==> src/rtl/sandbox_pkg.sv <==
// Shared definitions for the ESFA bridge: opcodes, FSM states, payload lane
// offsets and the status-byte packing helper.
package sandbox_pkg;

  typedef enum logic [1:0] {
    OP_WRITE   = 2'b00,
    OP_QUERY   = 2'b01,
    OP_STATS   = 2'b10,
    OP_ILLEGAL = 2'b11
  } opcode_e;

  typedef enum logic [2:0] {
    ST_IDLE    = 3'd0,
    ST_ISSUE   = 3'd1,
    ST_WAIT    = 3'd2,
    ST_RESPOND = 3'd3,
    ST_HOLD    = 3'd4,
    ST_DONE    = 3'd5
  } state_e;

  // Host payload / response width.
  localparam int DATA_W = 56;

  // Request payload lanes (each field takes the low bits of its lane).
  localparam int INDEX_LSB  = 8;
  localparam int VALUE_LSB  = 16;
  localparam int META_LSB   = 24;
  localparam int ISMETA_BIT = 32;
  localparam int SELECT_LSB = 40;

  // Response payload lanes.
  localparam int RESP_VALUE_LSB = 8;
  localparam int RESP_QCNT_LSB  = 24;

  // Status byte: [7:4] sequence, [3:2] opcode, [1] last query hit, [0] illegal.
  function automatic logic [7:0] make_status(logic [3:0] seq, opcode_e op, logic hit);
    return {seq, op, hit, (op == OP_ILLEGAL)};
  endfunction

endpackage

==> src/rtl/sat_counter.sv <==
// Saturating up-counter with synchronous clear, used for bridge statistics.
module sat_counter #(
  parameter int WIDTH = 16
) (
  input  logic             clk,
  input  logic             inc,
  input  logic             clear,
  output logic [WIDTH-1:0] value
);

  // Count up on inc, stick at all-ones, clear wins over inc.
  always_ff @(posedge clk) begin
    // NOTE: state registers use non-blocking assignments so every flop samples pre-edge values.
    if (clear) begin
      value <= '0;
    end else if (inc && (value != {WIDTH{1'b1}})) begin
      value <= value + WIDTH'(1);
    end
  end

endmodule

==> src/rtl/sandbox_esfa_bridge.sv <==
// Host-packet to ESFA bridge: decodes a host command, performs at most one
// ESFA access, returns a response packet and keeps saturating statistics.
module sandbox_esfa_bridge
  import sandbox_pkg::*;
#(
  parameter int KEY_W    = 8,
  parameter int VAL_W    = 8,
  parameter int ESFA_LAT = 1,
  parameter int CNT_W    = 16
) (
  input  logic              masterClock,
  input  logic              reset,
  input  logic              dataReceived,
  input  logic [7:0]        control,
  input  logic [DATA_W-1:0] inputData,
  output logic              clearDR,
  output logic              transmitData,
  output logic [7:0]        status,
  output logic [DATA_W-1:0] outputData,
  output logic              esfaValid,
  output logic              esfaWillWrite,
  output logic              esfaIsMetadata,
  output logic [KEY_W-1:0]  esfaIndex,
  output logic [KEY_W-1:0]  esfaMetadata,
  output logic [KEY_W-1:0]  esfaSelector,
  output logic [VAL_W-1:0]  esfaValue,
  input  logic              esfaResultBool,
  input  logic [VAL_W-1:0]  esfaResultValue
);

  localparam logic [3:0] LAT = 4'(ESFA_LAT);

  state_e              state;
  opcode_e             op;
  opcode_e             new_op;
  logic [3:0]          wait_cnt;
  logic [3:0]          seq;
  logic                hold_cnt;
  logic                last_hit;
  logic                wait_done;
  logic                write_inc;
  logic                query_inc;
  logic                hit_inc;
  logic [CNT_W-1:0]    write_count;
  logic [CNT_W-1:0]    query_count;
  logic [CNT_W-1:0]    hit_count;
  logic [DATA_W-1:0]   stats_payload;
  logic                unused_bits;

  assign new_op    = opcode_e'(control[1:0]);
  assign wait_done = (wait_cnt <= 4'd1);

  assign write_inc = (state == ST_ISSUE) && (op == OP_WRITE);
  assign query_inc = (state == ST_ISSUE) && (op == OP_QUERY);
  assign hit_inc   = (state == ST_WAIT) && wait_done && (op == OP_QUERY) && esfaResultBool;

  assign stats_payload = DATA_W'(write_count) | (DATA_W'(query_count) << RESP_QCNT_LSB);

  // Payload bits outside the decoded lanes and the hit statistic have no consumer here.
  assign unused_bits = ^{control[7:2], inputData, hit_count};

  sat_counter #(.WIDTH(CNT_W)) u_write_count (
    .clk   (masterClock),
    .inc   (write_inc),
    .clear (reset),
    .value (write_count)
  );

  sat_counter #(.WIDTH(CNT_W)) u_query_count (
    .clk   (masterClock),
    .inc   (query_inc),
    .clear (reset),
    .value (query_count)
  );

  sat_counter #(.WIDTH(CNT_W)) u_hit_count (
    .clk   (masterClock),
    .inc   (hit_inc),
    .clear (reset),
    .value (hit_count)
  );

  // Transaction FSM; every output is registered and loaded on state transitions.
  always_ff @(posedge masterClock) begin
    if (reset) begin
      state          <= ST_IDLE;
      op             <= OP_WRITE;
      wait_cnt       <= '0;
      seq            <= '0;
      hold_cnt       <= 1'b0;
      last_hit       <= 1'b0;
      clearDR        <= 1'b0;
      transmitData   <= 1'b0;
      status         <= '0;
      outputData     <= '0;
      esfaValid      <= 1'b0;
      esfaWillWrite  <= 1'b0;
      esfaIsMetadata <= 1'b0;
      esfaIndex      <= '0;
      esfaMetadata   <= '0;
      esfaSelector   <= '0;
      esfaValue      <= '0;
    end else begin
      esfaValid <= 1'b0;
      case (state)
        ST_IDLE: begin
          if (dataReceived) begin
            op             <= new_op;
            esfaIndex      <= inputData[INDEX_LSB +: KEY_W];
            esfaValue      <= inputData[VALUE_LSB +: VAL_W];
            esfaMetadata   <= inputData[META_LSB +: KEY_W];
            esfaSelector   <= inputData[SELECT_LSB +: KEY_W];
            esfaIsMetadata <= inputData[ISMETA_BIT];
            esfaWillWrite  <= (new_op == OP_WRITE);
            if ((new_op == OP_WRITE) || (new_op == OP_QUERY)) begin
              esfaValid <= 1'b1;
              state     <= ST_ISSUE;
            end else begin
              // STATS and ILLEGAL answer straight away without touching the ESFA.
              transmitData <= 1'b1;
              seq          <= seq + 4'd1;
              status       <= make_status(seq + 4'd1, new_op, last_hit);
              outputData   <= (new_op == OP_STATS) ? stats_payload : '0;
              state        <= ST_RESPOND;
            end
          end
        end
        ST_ISSUE: begin
          wait_cnt <= LAT;
          state    <= ST_WAIT;
        end
        ST_WAIT: begin
          wait_cnt <= wait_cnt - 4'd1;
          if (wait_done) begin
            transmitData <= 1'b1;
            seq          <= seq + 4'd1;
            if (op == OP_QUERY) begin
              last_hit   <= esfaResultBool;
              outputData <= DATA_W'(esfaResultBool)
                          | (DATA_W'(esfaResultValue) << RESP_VALUE_LSB);
              status     <= make_status(seq + 4'd1, op, esfaResultBool);
            end else begin
              outputData <= DATA_W'(1);
              status     <= make_status(seq + 4'd1, op, last_hit);
            end
            state <= ST_RESPOND;
          end
        end
        ST_RESPOND: begin
          hold_cnt <= 1'b0;
          state    <= ST_HOLD;
        end
        ST_HOLD: begin
          if (hold_cnt) begin
            clearDR <= 1'b1;
            state   <= ST_DONE;
          end else begin
            hold_cnt <= 1'b1;
          end
        end
        ST_DONE: begin
          if (!dataReceived) begin
            transmitData <= 1'b0;
            clearDR      <= 1'b0;
            state        <= ST_IDLE;
          end
        end
        // NOTE: unreachable encodings fall back to IDLE so a corrupted state self-recovers.
        default: state <= ST_IDLE;
      endcase
    end
  end

endmodule

==> config.mk <==
export PLATFORM = sky130hd
export DESIGN_NAME = sandbox_esfa_bridge
export DESIGN_NICKNAME = d
export VERILOG_FILES = /design/src/rtl/sandbox_pkg.sv /design/src/rtl/sat_counter.sv /design/src/rtl/sandbox_esfa_bridge.sv
export SDC_FILE = /design/constraint.sdc
export NUM_CORES = 1
export LEC_CHECK = 0
export ABC_AREA = 1
export BUFFER_PORTS_ARGS = -buffer_cell sky130_fd_sc_hd__buf_2
export CAP_MARGIN = 20
export CELL_PAD_IN_SITES_DETAIL_PLACEMENT = 0
export CELL_PAD_IN_SITES_GLOBAL_PLACEMENT = 1
export CORE_MARGIN = 5
export CORE_UTILIZATION = 32
export CTS_BUF_LIST = sky130_fd_sc_hd__clkbuf_16
export CTS_CLUSTER_SIZE = 16
export DETAILED_ROUTE_END_ITERATION = 8
export PLACE_DENSITY_LB_ADDON = 0.1
export SYNTH_ARGS = -nofsm -noshare
export SYNTH_HDL_FRONTEND = slang
export SYNTH_SLANG_ARGS = --single-unit
export TNS_END_PERCENT = 20
==> constraint.sdc <==
create_clock -name masterClock -period 1.6 [get_ports masterClock]
set_clock_uncertainty 0.2 [all_clocks]
set_input_delay 0.08 -clock masterClock [delete_from_list [all_inputs] [get_ports masterClock]]
set_output_delay 0.08 -clock masterClock [all_outputs]
set_load 0.1 [all_outputs]
==> impl_metrics.env, run 1 <==
export IMPL_dr_pass1_iters=4
export IMPL_start_util_pct=32.4
export IMPL_via_count=6010
export IMPL_slew_viol_final=0
export IMPL_path_buf_inv=3
export IMPL_yosys_top_cells_count="nand2_1, dfxtp_1, nor2_1"
export IMPL_finalNonFillerCells=1323
export IMPL_cp_slowest_cell="dfxtp_4"
export IMPL_setup_viol=41
export IMPL_cap_viol_max_count=0
export IMPL_cts_root_buf="clkbuf_16"
export IMPL_worst_ep_required_time_ps=1710
export IMPL_vdd_drop_max_uv=1330
export IMPL_synth_top_cell_area_share_pct=43.0
export IMPL_synthFlopType="dfxtp_1"
export IMPL_avgSynthCellArea_sq_um=6.87
export IMPL_total_power_w=0.0182
export IMPL_cts_buffers=17
export IMPL_crit_end="outputData[37]$_SDFFE_PP0P_"
export IMPL_grt_max_degree=68
export IMPL_crit_path_start="wait_cnt[0]$_SDFFE_PP0P_"
export IMPL_drt_met1_wl_um=8240
export IMPL_synth_edff_count=0
export IMPL_h_tree_depth=4
export IMPL_synth_distinct_cells=32
export IMPL_hpwl_um=12200
export IMPL_yosysSeqAreaShare_pct=43.0
export IMPL_async_flop_share_pct=0
export IMPL_cp_depth=10
export IMPL_diodes=0
export IMPL_syn_inst=813
export IMPL_drt_wl_total_um=18600
export IMPL_cp_start_kind="register"
export IMPL_antenna_found_initial=0
export IMPL_dieHeight_um=142
export IMPL_cts_tree="done"
export IMPL_r2r_end="outputData[37]$_SDFFE_PP0P_"
export IMPL_critPathMaxStageDelay_ps=360
export IMPL_layout_setup_ws_ps=-168
export IMPL_place_area_sq_um=7070
export IMPL_stdcell_area_sq_um=8830
export IMPL_cp_top_family="buffers and inverters"
export IMPL_coreArea_sq_um=17200
export IMPL_route_met3_wl_um=1080
export IMPL_drt_first_iter_violations=269
export IMPL_fmax_mhz=566
export IMPL_cts_path_max_buffers=2
export IMPL_io_pins=177
export IMPL_final_antenna_net_count=0
export IMPL_synth_most_common_cell="nand2_1"
export IMPL_end_kind="register"
export IMPL_hp_class="input port to register"
export IMPL_netlist_area_sq_um=5590
export IMPL_slew_headroom_pct=65.3
export IMPL_reg2reg_slack_ps=-170
export IMPL_clk_pin_slew_ps=60
export IMPL_tightestPinTransition_ps=524
export IMPL_drc=0
export IMPL_powerDensity_nw_per_um2=2060
export IMPL_grt_pass1_vias=5976
export IMPL_routed_via_density=4.54
export IMPL_yosysTopAreaCell="dfxtp_1"
export IMPL_ys_ff_latch=120
export IMPL_grt_usage_pct=17.8
export IMPL_violations="negative setup slack"
export IMPL_insertion_delay_ps=420
export IMPL_min_delay_start="inputData[40]"
export IMPL_worst_ep_arrival_time_ps=1880
export IMPL_num_rows=48
export IMPL_io_buffers=123
export IMPL_wl_met2_um=8970
export IMPL_path_max_fanout=6
export IMPL_wl_per_cell_um=14.0
export IMPL_grt_pass1_wl_um=29100
export IMPL_worstReg2RegStart="wait_cnt[0]$_SDFFE_PP0P_"
export IMPL_highest_layer="met4"
export IMPL_drive_gt1_share_pct=35.7
export IMPL_fin_crit_ps=1770
export IMPL_path_cells="inv_2 > ha_4 > o21ai_2 > nand2_1 > nand2_2 > nor2_4 > buf_12 > clkbuf_16 > o21ai_1 > nor2_1"
export IMPL_timing_worst_setup_path_type="register to register"
export IMPL_dp_cells=1228
export IMPL_status="finished with violations"
export IMPL_grt_remaining_overflow=0
export IMPL_synth_warnings=0
export IMPL_fin_nets=1166
export IMPL_p_leak_nw=3.97
export IMPL_ys_top_cells_by_area="dfxtp_1, nand2_1, nor2_1"
export IMPL_clock_sinks=120
export IMPL_die_x_um=142
export IMPL_gp_congestion=0.820
export IMPL_rsz0062_at_grt="yes"
export IMPL_finalHoldViolations=0
export IMPL_fin_crit_sh_pct=111
export IMPL_holdWs_ps=253
export IMPL_syn2layout_area_growth_pct=58.1
export IMPL_die_area_sq_um=20200
export IMPL_worstRegToRegCells=10
[state kept, by name, summed over array words and instances, names as in the netlist, 2 cells and up]
| signal | cells |
|---|---|
| op | 2 |
| status | 7 |
| state | 3 |
| esfaMetadata | 8 |
| u_write_count.value | 16 |
| u_query_count.value | 16 |
| outputData | 32 |
| esfaSelector | 8 |
| esfaValue | 8 |
| esfaIndex | 8 |
| wait_cnt | 4 |
[worst min-delay path by stage]
stage                              endpoint  cells after the start
2_1_floorplan    esfaWillWrite$_SDFFE_PP0N_                      1
3_3_place_gp   esfaMetadata[7]$_SDFFE_PP0N_                      3
3_5_place_dp   esfaSelector[0]$_SDFFE_PP0N_                      3
4_1_cts           esfaIndex[0]$_SDFFE_PP0N_                      4
5_1_grt        esfaMetadata[2]$_SDFFE_PP0N_                      4
6_report       esfaSelector[0]$_SDFFE_PP0N_                      4
[logic make-up (layout without fill, tap and decap cells)]
| family | count (synthesis) | count (layout) | share of synthesized area, % |
|---|---|---|---|
| and+or+nand+nor | 422 | 422 | 30.7 |
| adders and majority gates | 5 | 5 | 1.12 |
| buffers and inverters | 113 | 375 | 10.2 |
| other | 1 | 24 | 0.0671 |
| xor gates and xnor gates | 14 | 14 | 2.20 |
| AOI/OAI and AO/OA | 138 | 138 | 12.7 |
| DFF | 120 | 120 | 43.0 |
[layer usage]
metal	vias up	global-route usage, %
li1	3110	-
met1	2741	22.0
met2	135	30.3
met3	24	4.70
met4	0	5.30
met5	-	0
[tightest hold or removal path: stages]
cell and delay (ps):
dlygate4sd3_1 520, buf_2 90, nand2_1 40, a21oi_1 100
[repair_timing]
action / CTS / global route
gates resized for setup: 32 / 131
gates cloned: 2 / 7
pin swaps: 5 / 39
hold buffers: 46 / 0
hold endpoints to repair: 81 / 0
buffers inserted: 1 / 7
endpoints found under the setup margin: 105 / 110
[power by group]
part	total [W]	internal (W)	switching [W]	leakage, nW
Sequential	0.00415	0.00371	0.000435	0.989
Clock	0.00383	0.00233	0.00151	0.293
Combinational	0.0102	0.00286	0.00731	2.69
[final cells by class]
| class | count | area (sq um) |
|---|---|---|
| well taps | 225 | 282 |
| inverters | 52 | 210 |
| fillers | 1690 | 8400 |
| flip-flops and latches | 120 | 2430 |
| repair buffers | 291 | 2230 |
| clock inverters | 15 | 168 |
| clock buffers | 17 | 425 |
| multi-input cells | 603 | 3090 |
[placed cells by master, fill, tap and decap left out, drive strengths merged, types with 2 or more instances in the layout]
| cell | instances |
|---|---|
| a21oi | 81 |
| buf | 242 |
| bufinv | 2 |
| clkbuf | 20 |
| clkinv | 7 |
| conb | 24 |
| dfxtp | 120 |
| dlygate4sd3 | 46 |
| ha | 5 |
| inv | 58 |
| nand2 | 247 |
| nand3 | 31 |
| nand4 | 15 |
| nor2 | 125 |
| nor3 | 2 |
| o211ai | 2 |
| o21ai | 51 |
| xnor2 | 3 |
| xor2 | 11 |
[metrics by stage]
stage	utilization [%]	setup slack, ps	TNS, ps
2_1_floorplan	-	-30.5	-276
3_3_place_gp	41.0	-128	-4730
3_5_place_dp	41.0	-127	-7280
4_1_cts	48.1	-117	-3170
5_1_grt	51.2	-260	-9900
6_report	51.2	-168	-3820
No activity file was read; power rests on OpenSTA's default activity.
==> run 2: changes to the inputs <==
- CAP_MARGIN: 20 -> default
- SETUP_SLACK_MARGIN: default -> 0.4
- SLEW_MARGIN: default -> 0
==> run 2 against run 1 <==
  * The run ends with negative hold slack, negative setup slack left
  * Non-clock buffer count is 6 lower
  * Setup slack better by 86 ps
  * Register-to-register slack better by 90 ps
  * Clock power is 8.1% higher
  * Final area is 15% higher
  * Routed wire length is 1.3% higher
  * Combinational power is 17% higher
  * Global-route usage is 0.34 points lower
  * Maximum frequency is 5.1% higher
  * Critical path type unchanged
  * Largest power group unchanged
  * Highest routed layer unchanged
==> impl_metrics.env, run 2 (same netlist as run 1, synthesis figures left out) <==
export IMPL_status="finished with violations"
export IMPL_violations="negative hold slack, negative setup slack"
export IMPL_dieHeight_um=142
export IMPL_drt_first_iter_violations=229
export IMPL_num_rows=48
export IMPL_grt_pass1_vias=5881
export IMPL_via_count=6058
export IMPL_cap_viol_max_count=0
export IMPL_largest_reg_flops=32
export IMPL_slew_viol_final=0
export IMPL_reg2reg_slack_ps=-80
export IMPL_coreArea_sq_um=17200
export IMPL_worstHoldPathCells=3
export IMPL_critPathMaxStageDelay_ps=380
export IMPL_timing_worst_setup_path_type="register to register"
export IMPL_fillers=1451
export IMPL_path_cells="inv_6 > buf_4 > buf_4 > nand2_1 > nor2_1 > nand2_1 > nand2_2 > nor2_4 > o21ai_0 > nor2_1"
export IMPL_clock_sinks=120
export IMPL_clk_pin_slew_ps=60
export IMPL_grt_usage_pct=17.4
export IMPL_cp_slowest_cell="dfxtp_4"
export IMPL_finalHoldViolations=16
export IMPL_cts_tree="done"
export IMPL_powerDensity_nw_per_um2=2030
export IMPL_layout_cells_most_common_list="nand2_1, nor2_1, buf_4"
export IMPL_holdWs_ps=-26.5
export IMPL_largest_register="outputData"
export IMPL_drt_wl_total_um=18800
export IMPL_place_area_sq_um=7110
export IMPL_wl_per_cell_um=14.3
export IMPL_io_buffers=123
export IMPL_start_util_pct=32.4
export IMPL_routed_via_density=4.60
export IMPL_io_pins=177
export IMPL_cts_root_buf="clkbuf_16"
export IMPL_fin_crit_sh_pct=105
export IMPL_fin_crit_ps=1680
export IMPL_worst_ep_arrival_time_ps=1790
export IMPL_drc=0
export IMPL_stdcell_area_sq_um=10100
export IMPL_worstRegToRegCells=10
export IMPL_drive_gt1_share_pct=40.0
export IMPL_insertion_delay_ps=420
export IMPL_final_antenna_net_count=0
export IMPL_layout_setup_ws_ps=-81.8
export IMPL_gp_congestion=0.785
export IMPL_antenna_found_initial=0
export IMPL_worstReg2RegStart="state[1]$_SDFFE_PP0P_"
export IMPL_p_leak_nw=4.27
export IMPL_r2r_end="state[1]$_SDFFE_PP0P_"
export IMPL_fin_nets=1160
export IMPL_vdd_drop_max_uv=1520
export IMPL_final_common_cell="nand2_1"
export IMPL_dp_slack_ps=-128
export IMPL_min_delay_start="reset"
export IMPL_grt_remaining_overflow=0
export IMPL_rsz0062_at_grt="yes"
export IMPL_setup_viol=43
export IMPL_hp_class="input port to register"
export IMPL_hpwl_um=11800
export IMPL_dr_pass1_iters=4
export IMPL_diodes=0
export IMPL_cp_start_kind="register"
export IMPL_path_max_fanout=6
export IMPL_cts_path_max_buffers=2
export IMPL_syn2layout_area_growth_pct=81.5
export IMPL_fmax_mhz=595
export IMPL_cts_buffers=17
export IMPL_finalSetupTns_ps=-1420
export IMPL_die_x_um=142
export IMPL_h_tree_depth=4
export IMPL_grt_pass1_wl_um=28500
export IMPL_grt_max_degree=68
export IMPL_end_kind="register"
export IMPL_die_area_sq_um=20200
export IMPL_reg_top3="outputData (32), u_query_count.value (16), u_write_count.value (16)"
export IMPL_worst_ep_required_time_ps=1710
export IMPL_holdPathEnd="wait_cnt[1]$_SDFFE_PP0P_"
[run 2: cell types whose count changed in the layout (fill, tap and decap cells not counted), moves of 4 or more]
cell / delta
buf_12: +71
buf_2: -76
buf_4: -10
buf_8: +4
dfxtp_1: -37
dfxtp_2: +33
dfxtp_4: +4
nand2_1: -15
nand2_2: +7
nand2_4: +6
o21ai_1: +6
o21ai_2: -4
[run 2: how the worst max path moves through the flow]
stage / start / to / slack [ps]
3_3_place_gp: state[2]$_SDFFE_PP0P_ / outputData[15]$_SDFFE_PP0P_ / -80
2_1_floorplan: wait_cnt[1]$_SDFFE_PP0P_ / outputData[26]$_SDFFE_PP0P_ / -3
5_1_grt: wait_cnt[1]$_SDFFE_PP0P_ / status[6]$_SDFFE_PP0P_ / -170
3_5_place_dp: wait_cnt[1]$_SDFFE_PP0P_ / outputData[26]$_SDFFE_PP0P_ / -130
6_report: state[1]$_SDFFE_PP0P_ / state[1]$_SDFFE_PP0P_ / -80
4_1_cts: wait_cnt[1]$_SDFFE_PP0P_ / status[6]$_SDFFE_PP0P_ / -90
[run 2: what timing repair did]
action                                  4_1_cts  5_1_grt
endpoints found under the hold margin        80        9
endpoints found under the setup margin      196      196
cloned                                        1        6
buffers inserted                              5        2
pin swaps                                    46       28
gates resized for setup                     381      143
hold buffers                                 47        1
[run 2: metrics by stage]
stage,power [W],utilization (%),instances
after global placement,0.0129,41.3,1223
final,0.0205,58.8,1316
after CTS,0.0192,55.1,1307
after global routing,0.0215,58.8,1316
after detailed placement,0.0130,41.3,1223
after floorplan,0.0109,-,836
[run 2: where the power goes]
part           switching [W]  total [W]  internal [W]
registers           0.000727    0.00449       0.00377
clock network        0.00140    0.00414       0.00274
logic                0.00742     0.0119       0.00450
[run 2: worst max-delay path, delay by kind of cell, from the launching register on]
kind	cells	cell delay, ps
AOI/OAI and AO/OA	1	150
DFF	1	380
and+or+nand+nor	6	550
buffers and inverters	3	290
[run 2: per-layer routing]
layer	part of all wire [%]	GRT usage, %
met1	43	20.5
met2	51	30.7
met3	4.0	4.60
met4	1.6	5.91
met5	0	0
[run 2: area by class of cell]
class | count | area [sq um] | share of cell area [%]
well taps | 225 | 282 | 2.78
clock buffers | 17 | 425 | 4.20
repair buffers | 285 | 3310 | 32.7
multi-input cells | 603 | 3190 | 31.5
flip-flops and latches | 120 | 2490 | 24.6
inverters | 52 | 228 | 2.25
clock inverters | 14 | 205 | 2.02
==> run 3: changes to the inputs <==
- RECOVER_POWER: default -> 25
==> run 3 against run 2 <==
  * Via count is 0.21% lower
  * The flow still finishes with violations (negative hold slack, negative setup slack)
  * Global-route usage stayed put
  * Die area unchanged
  * Highest routed layer unchanged
  * Sequential power down 2%
  * Critical path type unchanged
  * Final cell count unchanged
  * Flip-flop and latch count unchanged
  * Final area is 3.8% lower
  * Routed wire length shrank 0.21%
  * First-iteration DRC count is 3.9% higher
  * Non-clock buffer count did not move
  * Critical path depth unchanged
  * Clock-buffer cell count unchanged
==> impl_metrics.env, run 3 (same netlist as run 1, synthesis figures left out) <==
export IMPL_gp_congestion=0.785
export IMPL_reg_top3="outputData (32), u_query_count.value (16), u_write_count.value (16)"
export IMPL_cts_root_buf="clkbuf_16"
export IMPL_clk_pin_slew_ps=60
export IMPL_worst_ep_arrival_time_ps=1790
export IMPL_setup_viol=45
export IMPL_powerDensity_nw_per_um2=2060
export IMPL_drt_wl_total_um=18800
export IMPL_drive_gt1_share_pct=40.0
export IMPL_hp_class="input port to register"
export IMPL_pwr_share_seq_pct=22.0
export IMPL_clock_sinks=120
export IMPL_finalHoldViolations=13
export IMPL_cp_start_kind="register"
export IMPL_status="finished with violations"
export IMPL_total_power_w=0.0201
export IMPL_cap_viol_max_count=0
export IMPL_h_tree_depth=4
export IMPL_hpwl_um=11800
export IMPL_timing_worst_setup_path_type="register to register"
export IMPL_grt_remaining_overflow=0
export IMPL_fillers=1499
export IMPL_min_delay_start="reset"
export IMPL_combPwrFrac_pct=57.5
export IMPL_worst_ep_required_time_ps=1710
export IMPL_holdPathEnd="wait_cnt[1]$_SDFFE_PP0P_"
export IMPL_diodes=0
export IMPL_syn2layout_area_growth_pct=74.6
export IMPL_wl_per_cell_um=14.3
export IMPL_worstRegToRegCells=10
export IMPL_fin_nets=1160
export IMPL_insertion_delay_ps=420
export IMPL_grt_usage_pct=17.4
export IMPL_p_leak_nw=4.18
export IMPL_cts_path_max_buffers=2
export IMPL_utilization_pct=56.6
export IMPL_worstHoldPathCells=3
export IMPL_worstReg2RegStart="state[1]$_SDFFE_PP0P_"
export IMPL_layout_cells_most_common_list="nand2_1, nor2_1, buf_4"
export IMPL_clkPwrFrac_pct=20.6
export IMPL_cts_buffers=17
export IMPL_dieHeight_um=142
export IMPL_drt_first_iter_violations=238
export IMPL_via_count=6045
export IMPL_finalSetupTns_ps=-1530
export IMPL_fmax_mhz=595
export IMPL_final_common_cell="nand2_1"
export IMPL_reg2reg_slack_ps=-80
export IMPL_largest_reg_flops=32
export IMPL_dr_pass1_iters=5
export IMPL_rsz0062_at_grt="yes"
export IMPL_fin_crit_sh_pct=105
export IMPL_coreArea_sq_um=17200
export IMPL_antenna_found_initial=0
export IMPL_p_int_w=0.0107
export IMPL_r2r_end="state[1]$_SDFFE_PP0P_"
export IMPL_violations="negative hold slack, negative setup slack"
export IMPL_path_max_fanout=6
export IMPL_vdd_drop_max_uv=1520
export IMPL_holdWs_ps=-24.3
export IMPL_slew_viol_final=0
export IMPL_routed_via_density=4.59
export IMPL_die_area_sq_um=20200
export IMPL_cts_tree="done"
export IMPL_io_buffers=123
export IMPL_layout_setup_ws_ps=-79.5
export IMPL_end_kind="register"
export IMPL_start_util_pct=32.4
export IMPL_swShare_pct=47.1
export IMPL_largest_register="outputData"
export IMPL_drc=0
export IMPL_final_antenna_net_count=0
export IMPL_grt_pass1_vias=5881
export IMPL_io_pins=177
export IMPL_switchingPower_w=0.00947
export IMPL_grt_max_degree=68
export IMPL_die_x_um=142
export IMPL_num_rows=48
export IMPL_grt_pass1_wl_um=28500
export IMPL_fin_crit_ps=1680
## run 3: cell count changes in the layout (fill, tap and decap cells not counted), sizes merged
cell	change
buf	-14
clkbuf	+14
## run 3: final cells by class
type                            count  area [sq um]  area share, %
Clock buffer                       17           425           4.36
Clock inverter                     14           205           2.10
Inverter                           52           228           2.34
Multi-Input combinational cell    603          3190           32.8
Sequential cell                   120          2490           25.5
Tap cell                          225           282           2.89
Timing Repair Buffer              285          2930           30.0
## run 3: repair_timing
item / 4_1_cts / 5_1_grt
buffers inserted: 5 / 2
hold buffers: 47 / 1
gates cloned: 1 / 6
endpoints found under the hold margin: 80 / 9
pin swaps: 46 / 28
endpoints found under the setup margin: 196 / 196
resized for setup: 381 / 143
## run 3: worst max-delay path, cell delays in order, from the launching register on
cell     delay [ps]
dfxtp_4         380
inv_6            80
buf_4           100
buf_4           110
nand2_1          50
nor2_1          170
nand2_1         130
nand2_2         100
nor2_4           40
o21ai_0         140
nor2_1           60
## run 3: stage by stage
stage | hold WS [ps] | std cells | instance area, sq um | setup slack, ps
global placement | 129 | 1223 | 7110 | -84.2
CTS | -29.8 | 1307 | 9510 | -85.8
finish | -24.3 | 1316 | 9750 | -79.5
detailed placement | 135 | 1223 | 7110 | -128
global route | -24.1 | 1316 | 9750 | -166
floorplan | -8.95 | 836 | 5730 | -3.42
## run 3: power by group through the flow
| stage | Clock, W | Sequential [W] | Combinational [W] |
|---|---|---|---|
| finish | 0.00414 | 0.00442 | 0.0116 |
| global route | 0.00440 | 0.00451 | 0.0122 |
| CTS | 0.00424 | 0.00437 | 0.0106 |
| detailed placement | 0 | 0.00412 | 0.00889 |
| global placement | 0 | 0.00410 | 0.00882 |
| floorplan | 0 | 0.00817 | 0.00276 |
## run 3: layer usage
layer / part of all wire [%] / up-vias / global-route usage (%)
met1: 43 / 2810 / 20.5
li1: - / 3085 / -
met3: 4.1 / 17 / 4.60
met5: 0 / - / 0
met2: 51 / 133 / 30.7
met4: 1.4 / 0 / 5.91
## run 3: how the worst max path moves through the flow
stage / start / endpoint / slack (ps) / cells past startpoint
2_1_floorplan: wait_cnt[1]$_SDFFE_PP0P_ / outputData[26]$_SDFFE_PP0P_ / -3 / 10
3_3_place_gp: state[2]$_SDFFE_PP0P_ / outputData[15]$_SDFFE_PP0P_ / -80 / 9
3_5_place_dp: wait_cnt[1]$_SDFFE_PP0P_ / outputData[26]$_SDFFE_PP0P_ / -130 / 10
4_1_cts: wait_cnt[1]$_SDFFE_PP0P_ / status[6]$_SDFFE_PP0P_ / -90 / 10
5_1_grt: wait_cnt[1]$_SDFFE_PP0P_ / status[6]$_SDFFE_PP0P_ / -170 / 10
6_report: state[1]$_SDFFE_PP0P_ / state[1]$_SDFFE_PP0P_ / -80 / 10
